**config.mk**
```make
export PLATFORM = sky130hd
export DESIGN_NAME = ram_arbiter
export DESIGN_NICKNAME = d
export VERILOG_FILES = /design/src/rtl/ram_arb_defs.sv /design/src/rtl/rr_pick.sv /design/src/rtl/ram_arbiter.sv
export SDC_FILE = /design/constraint.sdc
export NUM_CORES = 1
export LEC_CHECK = 0
export BUFFER_PORTS_ARGS = -buffer_cell sky130_fd_sc_hd__buf_2
export CAP_MARGIN = 40
export CORE_ASPECT_RATIO = 1.25
export CORE_MARGIN = 2
export CORE_UTILIZATION = 25
export DETAILED_ROUTE_END_ITERATION = 16
export PLACE_DENSITY = 0.83
export SLEW_MARGIN = 0
export SYNTH_ARGS = -nofsm -noshare
export SYNTH_HDL_FRONTEND = slang
export SYNTH_SLANG_ARGS = --single-unit
```
**constraint.sdc**
```tcl
create_clock -name clk -period 1.38 [get_ports clk]
set_input_delay 0.138 -clock clk [delete_from_list [all_inputs] [get_ports clk]]
set_output_delay 0.138 -clock clk [all_outputs]
set_load 0.05 [all_outputs]
```
**src/rtl/ram_arb_defs.sv**
```systemverilog
// Shared definitions for the RAM arbiter: index width helper, stats width,
// and the base-offset helper used to pick one requester's slice out of a packed bus.
package ram_arb_defs;

    localparam int STAT_W = 16;

    function automatic int idw_of(input int n);
        return (n > 1) ? $clog2(n) : 1;
    endfunction

    function automatic int unsigned slice_lo(input int unsigned idx, input int unsigned w);
        return idx * w;
    endfunction

endpackage

```
**src/rtl/rr_pick.sv**
```systemverilog
// Combinational round-robin picker: first asserted request at or after ptr,
// ascending with explicit wrap from N-1 to 0.
module rr_pick #(
    parameter int N   = 2,
    parameter int IDW = 1
) (
    input  logic [N-1:0]   req,
    input  logic [IDW-1:0] ptr,
    output logic [N-1:0]   gnt,
    output logic [IDW-1:0] idx,
    output logic           any
);

    int unsigned c;

    always_comb begin
        gnt = '0;
        idx = '0;
        any = 1'b0;
        c   = 0;
        for (int k = 0; k < N; k++) begin
            c = 32'(ptr) + 32'(k);
            if (c >= 32'(N)) c = c - 32'(N);
            if (!any && c < 32'(N) && req[c]) begin
                any    = 1'b1;
                gnt[c] = 1'b1;
                idx    = IDW'(c);
            end
        end
    end

endmodule

```
**src/rtl/ram_arbiter.sv**
```systemverilog
// Round-robin arbiter sharing one single-port RAM (1-cycle read) among NREQ requesters.
// Optional per-requester grant counters are enabled with RAM_ARB_STATS_EN.
module ram_arbiter
    import ram_arb_defs::*;
#(
    parameter int DATA = 16,
    parameter int ADDR = 15,
    parameter int NREQ = 2
) (
    input  logic                   clk,
    input  logic                   rst_n,
    input  logic [NREQ-1:0]        req_valid,
    output logic [NREQ-1:0]        req_ready,
    input  logic [NREQ-1:0]        req_wr,
    input  logic [NREQ*ADDR-1:0]   req_addr,
    input  logic [NREQ*DATA-1:0]   req_wdata,
    output logic [NREQ-1:0]        rsp_valid,
    output logic [DATA-1:0]        rsp_rdata,
`ifdef RAM_ARB_STATS_EN
    input  logic                   stats_clr,
    output logic [NREQ*STAT_W-1:0] grant_cnt,
`endif
    output logic                   ram_wr,
    output logic [ADDR-1:0]        ram_addr,
    output logic [DATA-1:0]        ram_din,
    input  logic [DATA-1:0]        ram_dout
);

    localparam int IDW = idw_of(NREQ);

    logic [IDW-1:0]  rr_ptr_q, rr_ptr_d;
    logic            rsp_pend_q, rsp_pend_d;
    logic [IDW-1:0]  rsp_id_q, rsp_id_d;
    logic [NREQ-1:0] pick_gnt;
    logic [IDW-1:0]  pick_idx;
    logic            pick_any;
    logic            accept;

    rr_pick #(.N(NREQ), .IDW(IDW)) u_pick (
        .req (req_valid),
        .ptr (rr_ptr_q),
        .gnt (pick_gnt),
        .idx (pick_idx),
        .any (pick_any)
    );

    // Grants are gated by rst_n so nothing reaches the RAM while reset is held.
    assign accept    = pick_any & rst_n;
    assign req_ready = pick_gnt & {NREQ{rst_n}};

    always_comb begin
        ram_wr   = 1'b0;
        ram_addr = '0;
        ram_din  = '0;
        if (accept) begin
            ram_wr   = req_wr[pick_idx];
            ram_addr = req_addr[slice_lo(32'(pick_idx), ADDR) +: ADDR];
            ram_din  = req_wdata[slice_lo(32'(pick_idx), DATA) +: DATA];
        end
    end

    always_comb begin
        rr_ptr_d   = rr_ptr_q;
        rsp_pend_d = 1'b0;
        rsp_id_d   = rsp_id_q;
        if (accept) begin
            rr_ptr_d   = (pick_idx == IDW'(NREQ - 1)) ? '0 : pick_idx + 1'b1;
            rsp_pend_d = ~req_wr[pick_idx];
            rsp_id_d   = pick_idx;
        end
    end

    always_ff @(posedge clk or negedge rst_n) begin
        if (!rst_n) begin
            rr_ptr_q   <= '0;
            rsp_pend_q <= 1'b0;
            rsp_id_q   <= '0;
        end else begin
            rr_ptr_q   <= rr_ptr_d;
            rsp_pend_q <= rsp_pend_d;
            rsp_id_q   <= rsp_id_d;
        end
    end

    always_comb begin
        rsp_valid = '0;
        if (rsp_pend_q) rsp_valid[rsp_id_q] = 1'b1;
    end

    assign rsp_rdata = ram_dout;

`ifdef RAM_ARB_STATS_EN
    for (genvar i = 0; i < NREQ; i++) begin : g_cnt
        logic [STAT_W-1:0] cnt_q, cnt_d;

        // Clear beats a same-cycle grant; the counter sticks at all-ones.
        always_comb begin
            cnt_d = cnt_q;
            if (stats_clr) cnt_d = '0;
            else if (accept && pick_idx == IDW'(i) && cnt_q != '1) cnt_d = cnt_q + 1'b1;
        end

        always_ff @(posedge clk or negedge rst_n) begin
            if (!rst_n) cnt_q <= '0;
            else        cnt_q <= cnt_d;
        end

        assign grant_cnt[i*STAT_W +: STAT_W] = cnt_q;
    end
`endif

endmodule

```
==> results.py <==
metrics = {
    "placement": {
        "post-place-ws_ns": 0.05418,
        "placed_cell_area_sq_um": 1299,
        "hpwl_microns": 2206,
        "gp_congestion": 0.6597,
        "io_buffers": 103,
        "dp.cells": 260,
    },
    "clocking": {
        "clk_pin_slew_ns": 0.03,
        "cts_htree_levels": 1,
        "cts_tree": "yes",
        "clock_sinks": 3,
        "clock_latency_ns": 0.22,
        "cts_buffers": 3,
        "clockBufferDepth": 2,
        "root_buffer": "clkbuf_8",
    },
    "sta": {
        "finalCriticalPeriod_ns": 1.493,
        "drv_slew": 0,
        "tns_ns": -2.758,
        "rsz0062_at_grt": "true",
        "fmax_ghz": 0.6699,
        "post-route-period-util": 1.082,
        "finClkSkew_ns": 0.001398,
        "whs_ns": 0.1528,
        "hold_violations": 0,
        "slew_headroom": 0.8275,
        "final.setup.worst_slack_ns": -0.1128,
        "worst_pin_slew_ns": 0.2606,
        "finalSetupViolCount": 32,
    },
    "critical_path": {
        "worstPathRequired_ns": 1.24,
        "ff2ff_path_depth": 4,
        "endpoint_kind": "primary output",
        "crit_path_top_delay_cell": "dfrtp_2",
        "critical_path_depth": 4,
        "critical-path-top-delay-family": "flip-flops",
        "crit_chain": "o21ai_4, buf_12, o22ai_1, buf_4",
        "cp-start-kind": "flop",
        "crit_type": "flop to primary output",
        "path_max_fanout": 19,
        "r2r_start": "rr_ptr_q$_DFFE_PN0P_",
        "cp.buffers_inverters": 2,
        "critPathMaxStageDelay_ns": 0.43,
        "startpoint": "rr_ptr_q$_DFFE_PN0P_",
        "rr_endpoint": "rsp_pend_q$_DFF_PN0_",
        "cp.arrival_ns": 1.35,
        "crit_end": "ram_addr[5]",
        "r2r_slack_ns": 0.25,
    },
    "floorplan": {
        "core_area_sq_um": 3223,
        "initial_utilization": 0.2613,
        "die_area_sq_um": 3851,
        "std_cell_rows": 23,
        "die_w_microns": 55.91,
        "die_h_microns": 68.89,
        "io_pins": 136,
    },
    "synthesis": {
        "synth_fp_nets": 228,
        "yosysWarnings": 0,
        "post_synth.cell_area_avg_sq_um": 5.848,
        "synthCells": 144,
        "synth_cell_types": 18,
        "syn_area_sq_um": 842.1,
        "synth_seq_cells": 3,
        "ys_seq_area_frac": 0.08915,
    },
    "outcome": {
        "violations": "negative setup slack",
        "status": "finished with violations",
    },
    "global_routing": {
        "antenna_found_initial": 0,
        "grt_util_met3": 0.03545,
        "grt_max_degree": 38,
        "grt-busiest-layer": "met2",
        "grt_util_all_layers": 0.1414,
        "grt_use_met2": 0.2679,
        "grt_util_met1": 0.1382,
        "grt_pass1_wl_microns": 4312,
        "grt_overflow": 0,
        "grt_pass1_vias": 1002,
    },
    "final_layout": {
        "layout_commonest_cell": "buf_2",
        "area.growth.synth_to_final_pct": 87.82,
        "layout-drive-gt1-share": 0.5808,
        "fin_area_sq_um": 1582,
        "final_core_util": 0.4907,
        "final_cell_mix": "buf_2 (70), nand2_1 (64), buf_4 (20)",
        "stdcell_count": 266,
        "nets": 314,
        "fill_cells": 337,
        "antennaDiodeCount": 0,
    },
    "worst_hold_path": {
        "hold_path_class": "input port to flop",
        "holdPathStages": 2,
    },
    "pwr": {
        "p_leak_nw": 0.8288,
        "ir_worst_vdd_mv": 0.5259,
        "cellPowerDensity_nw_per_um2": 782.0,
        "p_total_mw": 1.237,
    },
    "route": {
        "routed_wl_microns": 3228,
        "avgViaCountPerCell": 4.759,
        "wl_per_cell_microns": 12.14,
        "vias": 1266,
        "first_iter_violations": 48,
        "drt_first_pass_iters": 4,
        "antenna_left": 0,
        "drc_errors": 0,
    },
    "run": {
        "maxCapViolations": 0,
    },
}
-- power by group --
part	total, mW	internal [mW]	switching [mW]
clock	0.254	0.197	0.0576
sequential	0.117	0.103	0.0140
combinational	0.866	0.334	0.531
total	1.24	0.634	0.603
-- synthesized netlist by cell type (all sizes together) --
cell type   n  area, sq um
buf        30        227.7
nand2b      1        6.260
and3        1        6.260
a21oi       2        10.01
nand2      66        250.2
o32ai       1        16.27
nor2        2        7.510
a31oi       1        6.260
o22ai      32        200.2
dfrtp       3        75.07
and2        1        6.260
o21ai       1        16.27
inv         2        7.500
nor2b       1        6.260
-- worst min-delay path by stage --
stage	start	endpoint	slack, ns
after floorplan	rst_n	rr_ptr_q$_DFFE_PN0P_	-0.16
after global placement	rst_n	rsp_id_q$_DFFE_PN0P_	0.13
after detailed placement	rst_n	rsp_pend_q$_DFF_PN0_	0.14
after CTS	req_wr[0]	rsp_pend_q$_DFF_PN0_	0.15
after global routing	req_wr[0]	rsp_pend_q$_DFF_PN0_	0.16
final	req_wr[0]	rsp_pend_q$_DFF_PN0_	0.15
-- routing by layer --
| metal | vias up | part of all wire |
|---|---|---|
| li1 | 645 | - |
| met1 | 559 | 0.34 |
| met2 | 54 | 0.55 |
| met3 | 8 | 0.079 |
| met4 | 0 | 0.022 |
| met5 | - | 0 |
-- sequential cells by signal (all words and copies together), names as in the netlist --
name,count
rsp_pend_q,1
rsp_id_q,1
rr_ptr_q,1
-- logic make-up (layout without fill, tap and decap cells) --
| group | Yosys count | in the layout | synth area share |
|---|---|---|---|
| AND/OR/NAND/NOR | 72 | 72 | 0.3358 |
| buffers and inverters | 32 | 117 | 0.2793 |
| AO/OA/AOI/OAI | 37 | 37 | 0.2957 |
| flip-flops | 3 | 3 | 0.08915 |
-- repair_timing --
| action | CTS | global route |
|---|---|---|
| pin swaps | 2 | 0 |
| buffers inserted | 1 | 0 |
| hold buffers | 1 | 0 |
| gates cloned | 0 | 0 |
| gates resized for setup | 45 | 17 |
| endpoints found under the setup margin | 33 | 34 |
| endpoints found under the hold margin | 3 | 0 |
-- area by class of cell --
class	count	area, sq um	share of cell area
clock buffers	4	45.04	0.02848
flip-flops and latches	3	76.32	0.04826
repair buffers	111	788.3	0.4984
inverters	2	7.507	0.004747
well taps	37	46.29	0.02927
multi-input cells	109	618.1	0.3908
(Power assumes the default switching activity.)
